File: config.mk
export PLATFORM = sky130hd
export DESIGN_NAME = hdmi_pattern_gen
export DESIGN_NICKNAME = d
export VERILOG_FILES = /design/src/rtl/hdmi_pattern_gen_pkg.sv /design/src/rtl/hdmi_bounce_ctr.sv /design/src/rtl/hdmi_pattern_gen.sv
export SDC_FILE = /design/constraint.sdc
export NUM_CORES = 1
export LEC_CHECK = 0
export CELL_PAD_IN_SITES_DETAIL_PLACEMENT = 1
export CELL_PAD_IN_SITES_GLOBAL_PLACEMENT = 1
export CORE_MARGIN = 10
export CORE_UTILIZATION = 27
export CTS_CLUSTER_DIAMETER = 50
export DETAILED_ROUTE_END_ITERATION = 16
export GPL_TIMING_DRIVEN = 1
export PLACE_DENSITY_LB_ADDON = 0.2
export SYNTH_ARGS = -nofsm -noshare
export SYNTH_HDL_FRONTEND = slang
export SYNTH_SLANG_ARGS = --single-unit
File: constraint.sdc
create_clock -name clkx1 -period 3.8 [get_ports clkx1]
set_input_delay 0.57 -clock clkx1 [delete_from_list [all_inputs] [get_ports clkx1]]
set_output_delay 0.57 -clock clkx1 [all_outputs]
set_load 0.01 [all_outputs]
File: src/rtl/hdmi_pattern_gen_pkg.sv
// Shared encodings for the HDMI test-pattern source: modes, colours, sequencer states.
package hdmi_pattern_pkg;

   localparam logic [1:0] MODE_BARS  = 2'd0;
   localparam logic [1:0] MODE_CHECK = 2'd1;
   localparam logic [1:0] MODE_RAMP  = 2'd2;
   localparam logic [1:0] MODE_BOX   = 2'd3;

   localparam logic [23:0] WHITE = 24'hFFFFFF;
   localparam logic [23:0] BLACK = 24'h000000;
   localparam logic [23:0] BLUE  = 24'h0000FF;

   // Left-to-right bar order; each channel is fully on or fully off.
   localparam logic [23:0] BAR_COLORS [0:7] = '{
      WHITE,        // white
      24'hFFFF00,   // yellow
      24'h00FFFF,   // cyan
      24'h00FF00,   // green
      24'hFF00FF,   // magenta
      24'hFF0000,   // red
      BLUE,         // blue
      BLACK         // black
   };

   typedef enum logic {
      ST_MANUAL = 1'b0,
      ST_AUTO   = 1'b1
   } seq_state_t;

endpackage

File: src/rtl/hdmi_bounce_ctr.sv
// Position that ping-pongs between 0 and LIMIT one step per enabled cycle.
// pos already includes the step taken this cycle, so same-cycle consumers see the new value.
module hdmi_bounce_ctr #(
   parameter int W     = 10,
   parameter int LIMIT = 576
) (
   input  logic         clkx1,
   input  logic         rstin,
   input  logic         step_en,
   output logic [W-1:0] pos
);

   localparam logic [W-1:0] LIM = W'(LIMIT);
   localparam logic [W-1:0] ONE = W'(1);

   logic [W-1:0] r_pos;
   logic         r_dir;
   logic [W-1:0] w_pos_nxt;
   logic         w_dir_nxt;

   // At either end the direction flips and the step goes the new way in the same update.
   always_comb begin
      w_pos_nxt = r_pos;
      w_dir_nxt = r_dir;
      if (step_en) begin
         if (!r_dir) begin
            if (r_pos == LIM) begin
               w_dir_nxt = 1'b1;
               w_pos_nxt = r_pos - ONE;
            end else begin
               w_pos_nxt = r_pos + ONE;
            end
         end else begin
            if (r_pos == '0) begin
               w_dir_nxt = 1'b0;
               w_pos_nxt = r_pos + ONE;
            end else begin
               w_pos_nxt = r_pos - ONE;
            end
         end
      end
   end

   always_ff @(posedge clkx1) begin
      if (rstin) begin
         r_pos <= '0;
         r_dir <= 1'b0;
      end else begin
         r_pos <= w_pos_nxt;
         r_dir <= w_dir_nxt;
      end
   end

   assign pos = w_pos_nxt;

endmodule

File: src/rtl/hdmi_pattern_gen.sv
// Test-pattern source: tracks the active-pixel position and renders one of four patterns.
// rgb_data is registered one cycle after the pixel_de sample; there is no backpressure.
module hdmi_pattern_gen
   import hdmi_pattern_pkg::*;
#(
   parameter int H_ACTIVE        = 640,
   parameter int V_ACTIVE        = 480,
   parameter int FRAMES_PER_MODE = 120,
   parameter int BOX             = 64
) (
   input  logic        clkx1,
   input  logic        rstin,
   input  logic        pixel_de,
   input  logic        pixel_start_flag,
   input  logic        auto_en,
   input  logic [1:0]  mode_sel,
   output logic [23:0] rgb_data,
   output logic [1:0]  cur_mode
);

   localparam int XW  = $clog2(H_ACTIVE);
   localparam int YW  = $clog2(V_ACTIVE);
   localparam int FCW = (FRAMES_PER_MODE > 1) ? $clog2(FRAMES_PER_MODE) : 1;

   localparam logic [XW-1:0]  X_LAST  = XW'(H_ACTIVE - 1);
   localparam logic [YW-1:0]  Y_LAST  = YW'(V_ACTIVE - 1);
   localparam logic [XW-1:0]  BAR_W   = XW'(H_ACTIVE / 8);
   localparam logic [FCW-1:0] FC_LAST = FCW'(FRAMES_PER_MODE - 1);

   logic [XW-1:0]  r_x;
   logic [YW-1:0]  r_y;
   seq_state_t     r_state;
   seq_state_t     w_state_nxt;
   logic [1:0]     r_mode;
   logic [1:0]     w_mode_nxt;
   logic [FCW-1:0] r_fc;
   logic [FCW-1:0] w_fc_nxt;
   logic [23:0]    r_rgb;
   logic [23:0]    w_rgb;
   logic [XW-1:0]  w_bx;
   logic [YW-1:0]  w_by;
   logic [XW-1:0]  w_rx;
   logic [YW-1:0]  w_ry;
   logic [2:0]     w_bar_idx;
   logic           w_check;
   logic [7:0]     w_ramp;
   logic           w_inside;

   // Position counters: a start flag with a pixel renders (0,0) and leaves x at 1.
   always_ff @(posedge clkx1) begin
      if (rstin) begin
         r_x <= '0;
         r_y <= '0;
      end else if (pixel_start_flag) begin
         r_x <= pixel_de ? XW'(1) : '0;
         r_y <= '0;
      end else if (pixel_de) begin
         if (r_x == X_LAST) begin
            r_x <= '0;
            if (r_y != Y_LAST) begin
               r_y <= r_y + YW'(1);
            end
         end else begin
            r_x <= r_x + XW'(1);
         end
      end
   end

   // Mode sequencer: state register
   always_ff @(posedge clkx1) begin
      if (rstin) begin
         r_state <= ST_MANUAL;
         r_mode  <= MODE_BARS;
         r_fc    <= '0;
      end else begin
         r_state <= w_state_nxt;
         r_mode  <= w_mode_nxt;
         r_fc    <= w_fc_nxt;
      end
   end

   always_comb begin
      w_state_nxt = r_state;
      if (pixel_start_flag) begin
         w_state_nxt = auto_en ? ST_AUTO : ST_MANUAL;
      end
   end

   // The state held during the ending frame decides what this boundary does.
   always_comb begin
      w_mode_nxt = r_mode;
      w_fc_nxt   = r_fc;
      if (pixel_start_flag) begin
         if (r_state == ST_AUTO) begin
            if (r_fc == FC_LAST) begin
               w_fc_nxt   = '0;
               w_mode_nxt = r_mode + 2'd1;
            end else begin
               w_fc_nxt = r_fc + FCW'(1);
            end
         end else begin
            w_mode_nxt = mode_sel;
            w_fc_nxt   = '0;
         end
      end
   end

   hdmi_bounce_ctr #(
      .W     (XW),
      .LIMIT (H_ACTIVE - BOX)
   ) u_box_x (
      .clkx1   (clkx1),
      .rstin   (rstin),
      .step_en (pixel_start_flag),
      .pos     (w_bx)
   );

   hdmi_bounce_ctr #(
      .W     (YW),
      .LIMIT (V_ACTIVE - BOX)
   ) u_box_y (
      .clkx1   (clkx1),
      .rstin   (rstin),
      .step_en (pixel_start_flag),
      .pos     (w_by)
   );

   // Render coordinates and frame values already reflect a same-cycle start flag.
   assign w_rx      = pixel_start_flag ? '0 : r_x;
   assign w_ry      = pixel_start_flag ? '0 : r_y;
   assign w_bar_idx = 3'(w_rx / BAR_W);
   assign w_check   = 1'(w_rx >> 5) ^ 1'(w_ry >> 5);
   assign w_ramp    = 8'(32'(w_rx) >> 2);
   assign w_inside  = (32'(w_rx) >= 32'(w_bx)) && (32'(w_rx) < 32'(w_bx) + 32'(BOX)) &&
                      (32'(w_ry) >= 32'(w_by)) && (32'(w_ry) < 32'(w_by) + 32'(BOX));

   always_comb begin
      w_rgb = BLACK;
      case (w_mode_nxt)
         MODE_BARS:  w_rgb = BAR_COLORS[w_bar_idx];
         MODE_CHECK: w_rgb = w_check ? WHITE : BLACK;
         MODE_RAMP:  w_rgb = {w_ramp, w_ramp, w_ramp};
         MODE_BOX:   w_rgb = w_inside ? WHITE : BLUE;
         default:    w_rgb = BLACK;
      endcase
   end

   always_ff @(posedge clkx1) begin
      if (rstin) begin
         r_rgb <= BLACK;
      end else if (pixel_de) begin
         r_rgb <= w_rgb;
      end else begin
         r_rgb <= BLACK;
      end
   end

   assign rgb_data = r_rgb;
   assign cur_mode = r_mode;

endmodule
Word level (Yosys, flattened, before mapping)
Memories as Yosys holds them, arrays and structs flattened.
Index checks and enable logic that the tools add are counted.

word-level totals
  register bits after elaboration = 74
  bits in read-only memories = 192
  input bits = 7
  output and inout port bits = 26
  word-level logic and storage cells = 79
  memories kept = 1

operators by class
  add/sub/neg operators = 10
  divide/modulo/power cells = 1
  order comparisons = 5
  equal/unequal tests = 8
  muxes and demuxes = 31
  bitwise gates (word level) = 3
  reductions and logical operators = 10

memories
  memory            depth  bits a word  rd ports  clocked after memory_dff  write ports  line                     source
  (name not given)  8      24           1         0                         0            hdmi_pattern_gen.sv:140  MODE_BARS: w_rgb = BAR_COLORS[w_bar_idx];

operator list
  cell                     number
  $mux W24                 4
  $pmux W24 S4             1
  $mux W10                 8
  $mux W9                  5
  $add A10 B1 Y10 const B  2
  $eq A10 B10 Y1 const B   2
  $add A9 B1 Y9 const B    2
  $mux W7                  2
  $add A10 B7 Y11 const B  1
  $lt A10 B11 Y1           1
  $add A9 B7 Y10 const B   1
  $div A10 B7 Y10 const B  1
  $ge A10 B10 Y1           1
  $logic_not A10 Y1        1
  $lt A9 B10 Y1            1
  $sub A10 B1 Y10 const B  1
  $eq A9 B9 Y1 const B     1
  $ge A9 B9 Y1             1
  $logic_not A9 Y1         1
  $ne A9 B9 Y1 const B     1
  $sub A9 B1 Y9 const B    1
  $mux W1                  8
  $add A7 B1 Y7 const B    1
  $eq A7 B7 Y1 const B     1
  13 further kinds         19

Logic depth before layout (Yosys ltp)
  depth in word-level cells = 11
  mapped depth = 18
  gate-level depth less buffers = 16

Cells and area by module
A second synthesis with hierarchy kept.

unflattened totals
  cell total of the unflattened synthesis = 657
  area total of the unflattened synthesis = 5350.1 um^2

by module, submodules not included
  module                      times used  cells each  area an instance (um^2)  sequential area each (um^2)
  hdmi_pattern_gen            1           420         3413.3                   1061.0
  hdmi_bounce_ctr at u_box_x  1           121         1023.5                   220.2
  hdmi_bounce_ctr at u_box_y  1           116         913.4                    200.2

Worst setup path before layout
Ideal clock, no wire load.

  path type = reg-to-reg
  start point = register u_box_x.r_pos[0]
  end point = register r_rgb[14] (netlist: rgb_data[14])
  library setup time = 67 ps
  arrival time = 3638 ps
  data required time = 3733 ps
  slack = 95 ps
  cell stages (with the launch flop) = 19
  path buffers = 2
  period minus slack after synthesis = 3705 ps
  cell sequence = dfxtp_1 -> inv_1 -> ha_1 -> or4b_1 -> o21ai_2 -> and3_1 -> buf_6 -> mux2i_1 -> nor2_1 -> xnor2_1 -> ha_1 -> a21oi_1 -> o211ai_1 -> a311o_1 -> a211oi_1 -> nor4b_2 -> o221a_4 -> buf_12 -> o21ai_2

between the ends
  cells in the longest elaborated chain, start to end = 11
  elaborated cells between the ends (all ways) = 16
  those cells by class = 3 x add/sub; 2 x order compare; 1 x eq/ne; 6 x mux; 4 x reduce/logical

ends and longest elaborated chain
  what                                           line                                          source
  start, declared                                hdmi_bounce_ctr.sv:16                         logic [W-1:0] r_pos;
  start signal, assigned                         hdmi_bounce_ctr.sv:49                         r_pos <= w_pos_nxt;
  $add A10 B1 Y10, or another cell as far along  hdmi_bounce_ctr.sv:31, hdmi_bounce_ctr.sv:36
  $mux W10 (on tied branches)                    hdmi_bounce_ctr.sv:27, hdmi_bounce_ctr.sv:34
  $mux W10                                       hdmi_bounce_ctr.sv:26                         if (!r_dir) begin
  $mux W10 *                                     hdmi_bounce_ctr.sv:25                         if (step_en) begin
  $add A10 B7 Y11                                hdmi_pattern_gen.sv:134                       assign w_inside = (32'(w_rx) >= 32'(w_bx)) && (32'(w_rx) < 32'(w_bx) + 32'(BOX)) &&
  $lt A10 B11 Y1                                 hdmi_pattern_gen.sv:134
  $logic_and A1 B1 Y1 * (2 in series)            hdmi_pattern_gen.sv:134
  $logic_and A1 B1 Y1 *                          hdmi_pattern_gen.sv:135                       (32'(w_ry) >= 32'(w_by)) && (32'(w_ry) < 32'(w_by) + 32'(BOX));
  $mux W24 *                                     hdmi_pattern_gen.sv:143                       MODE_BOX: w_rgb = w_inside ? WHITE : BLUE;
  $pmux W24 S4 *                                 hdmi_pattern_gen.sv:139                       case (w_mode_nxt)
  end signal, assigned                           hdmi_pattern_gen.sv:152                       r_rgb <= w_rgb;
  end, declared                                  hdmi_pattern_gen.sv:38                        logic [23:0] r_rgb;

Mark *: on every way between the ends. The rest lies on a longest branch, timed or not.
A chain may end at the register's enable or synchronous reset.

Worst setup path in the final report
  start point = register u_box_x.r_pos[1]
  end point = register r_rgb[22] (netlist: rgb_data[22])

Same word-level chain as after synthesis.

==> metrics.cfg <==
[outcome]
status = completed

[critical_path]
worstSetupPathType = reg -> reg
required_ns = 4.08
start_kind = flip-flop
reg2reg_depth = 18
r2r_end = rgb_data[22]
r2r_start = u_box_x.r_pos[1]
arrival_ns = 3.99
r2r_setup_slack_ns = 0.09
crit_path_start = u_box_x.r_pos[1]
crit_path_end_kind = flip-flop
crit_fanout = 5
crit_end = rgb_data[22]

[clocking]
cts_made_buffers = 9
cts_sinks = 74
clock_latency_ns = 0.35
cts_tree = yes
cts_buffer_depth = 2
htree_levels = 3
root_buffer = clkbuf_16
clkTransAtPathRegs_ns = 0.06
cts_hold_buf = 0

[floorplanning]
design.die.area_sq_um = 23900
die_h_microns = 155
io_pins = 33
coreArea_sq_um = 17900
die_w_microns = 155
start_util_pct = 27.3
num_rows = 49

[layout]
stdcell_area_sq_um = 6080
syn_to_final_growth_pct = 24.3
post_route_cells_drive_above_1_share_pct = 16.5
fin_nets = 692
antenna_cells = 0
final_util_pct = 34.0
layout.cells.most_common = nor2_1
final_cell_mix = 86 x nor2_1, 73 x dfxtp_1, 44 x nand2_1

[synthesis]
synth_nets = 643
yosysTopAreaCell = dfxtp_1
synth_top_area_share_pct = 30.3
ys_seq_elements = 74
synthCells = 601
yosys_warnings = 0
synth_area_leaders = dfxtp_1 30%, ha_1 8.9%, nor2_1 6.6%, xor2_1 4.3%, a21oi_1 4.0%
ys_seq_area_share_pct = 30.3
synth-edff-count = 0
synth.distinct_cells = 78
synth_area_sq_um = 4890
synth_ff_type = dfxtp_1
ys_async_sr_fraction_pct = 0
avgSynthCellArea_sq_um = 8.14

[routing]
drt_iter0_drc = 166
wl_met3_microns = 386
wl_per_cell_microns = 16.2
drc = 0
num_vias = 4424
wl_met1_mm = 6.88
vias_per_cell = 5.00
drt-total-wl_mm = 14.3
routed-wl-met2_mm = 6.92
drtAntennaViolNets = 0
drt-pass1-iter-count = 4
top_layer_used = met4

[sta]
rsz0062_at_grt = true
fin_crit_sh_pct = 97.6
clock-skew-final_ns = 0.00901
layout_setup_ws_ns = 0.0900
setup-violations-final = 0
slew_headroom_pct = 29.6
fin_crit_ns = 3.71
fin_setup_tns_ns = 0
maxSlewViolCount = 0
hold_viol = 0
worst_pin_slew_ns = 1.04
fmax_mhz = 270

[placement]
place_ws_ns = -0.0523
hpwl_mm = 10.7
port_buffers = 32
dpl_cell_area_sq_um = 5550
globalplace.congestion = 0.863

[global_route]
antenna_found_initial = 0
grt_start_max_net_pins = 47
overflow = 0
grt_pass1_vias = 4549
grt_pass1_wl_mm = 24.1
grtUsageTotal_pct = 12.1

[hold_path]
hp-class = reg -> reg

[pwr]
total_power_mw = 2.10
p_per_area_nw_per_um2 = 346
cellLeakagePower_nw = 2.30
peakVddDrop_mv = 0.302

[flow_run]
drv_cap = 0

report_power, final:
| group | total (mW) | internal (mW) | switching [mW] |
|---|---|---|---|
| Sequential | 0.817 | 0.803 | 0.0144 |
| Clock | 1.01 | 0.662 | 0.351 |
| Combinational | 0.274 | 0.129 | 0.145 |
| Total | 2.10 | 1.59 | 0.510 |
per-stage QoR:
| stage | hold WS (ns) | instances |
|---|---|---|
| 2_1_floorplan | 0.455 | 601 |
| 3_3_place_gp | 0.469 | 859 |
| 4_1_cts | 0.487 | 875 |
| 6_report | 0.487 | 884 |
| 3_5_place_dp | 0.478 | 859 |
| 5_1_grt | 0.519 | 884 |
logic make-up after synthesis:
kind of cell	count (synthesis)	share of synthesized area, %
mux	4	0.818
buf+inv	57	5.98
flops	74	30.3
compound gates	127	18.6
fa+ha+maj	36	9.15
xor+xnor	42	7.52
simple gates	261	27.7
how the worst min path moves through the flow:
stage          startpoint      end  slack [ns]  depth (start not counted)
6_report          r_fc[1]  r_fc[1]        0.49                          2
2_1_floorplan      r_x[1]   r_x[1]        0.46                          2
4_1_cts           r_fc[1]  r_fc[1]        0.49                          2
5_1_grt           r_fc[1]  r_fc[1]        0.52                          2
3_5_place_dp      r_fc[1]  r_fc[1]        0.48                          2
3_3_place_gp      r_fc[1]  r_fc[1]        0.47                          2
repair_timing:
action	in CTS	in global routing
cloned	0	1
resized for setup	2	24
hold endpoints to repair	0	0
pin swaps	1	15
setup buffers	0	9
setup endpoints to repair	6	16
routing by layer:
layer	track usage, %	vias up
met5	0	-
met4	2.83	0
met3	2.66	10
met2	20.5	43
met1	15.2	2141
li1	-	2230
state kept, by name, indices dropped and copies added, names as in the netlist:
signal and cells:
r_x 10, u_box_y.r_dir 1, u_box_x.r_pos 10, cur_mode 2, u_box_x.r_dir 1, r_y 9, u_box_y.r_pos 9, rgb_data 24
r_state 1, r_fc 7
cell type report:
type	instances	area, sq um
fillers	2144	11800
multi-input cells	471	3220
flip-flops and latches	74	1480
repair buffers	72	657
well taps	229	287
clock buffers	10	239
clock inverters	6	113
inverters	22	82.6
cell usage after synthesis, types with 4 or more instances:
library cell,count
a21oi_1,39
nand3_1,21
nor2_1,86
a211oi_1,7
inv_1,22
nor3_1,12
clkbuf_1,20
nand2b_1,8
nor4_1,10
nand2_1,44
o21ai_2,11
mux2i_1,4
nor2b_1,25
or2_2,5
nor4b_1,4
o21ai_0,24
xnor2_1,18
dfxtp_1,74
ha_1,35
nand3b_1,4
xor2_1,24
nand4_1,11
nand4b_1,5
and3_1,4
a21o_1,6
worst max-delay path, stage by stage (launching register included):
cell	delay, ns
dfxtp_2	0.32
inv_2	0.06
ha_4	0.12
or4b_4	0.46
o21ai_2	0.16
and3_4	0.21
mux2i_1	0.18
nor2_1	0.07
xnor2_1	0.21
ha_1	0.30
a21oi_2	0.17
o211ai_1	0.11
a311o_1	0.29
a211oi_2	0.24
nor4b_2	0.07
buf_4	0.15
o221a_4	0.28
buf_12	0.15
o21ai_4	0.10
(Power assumes the default switching activity.)
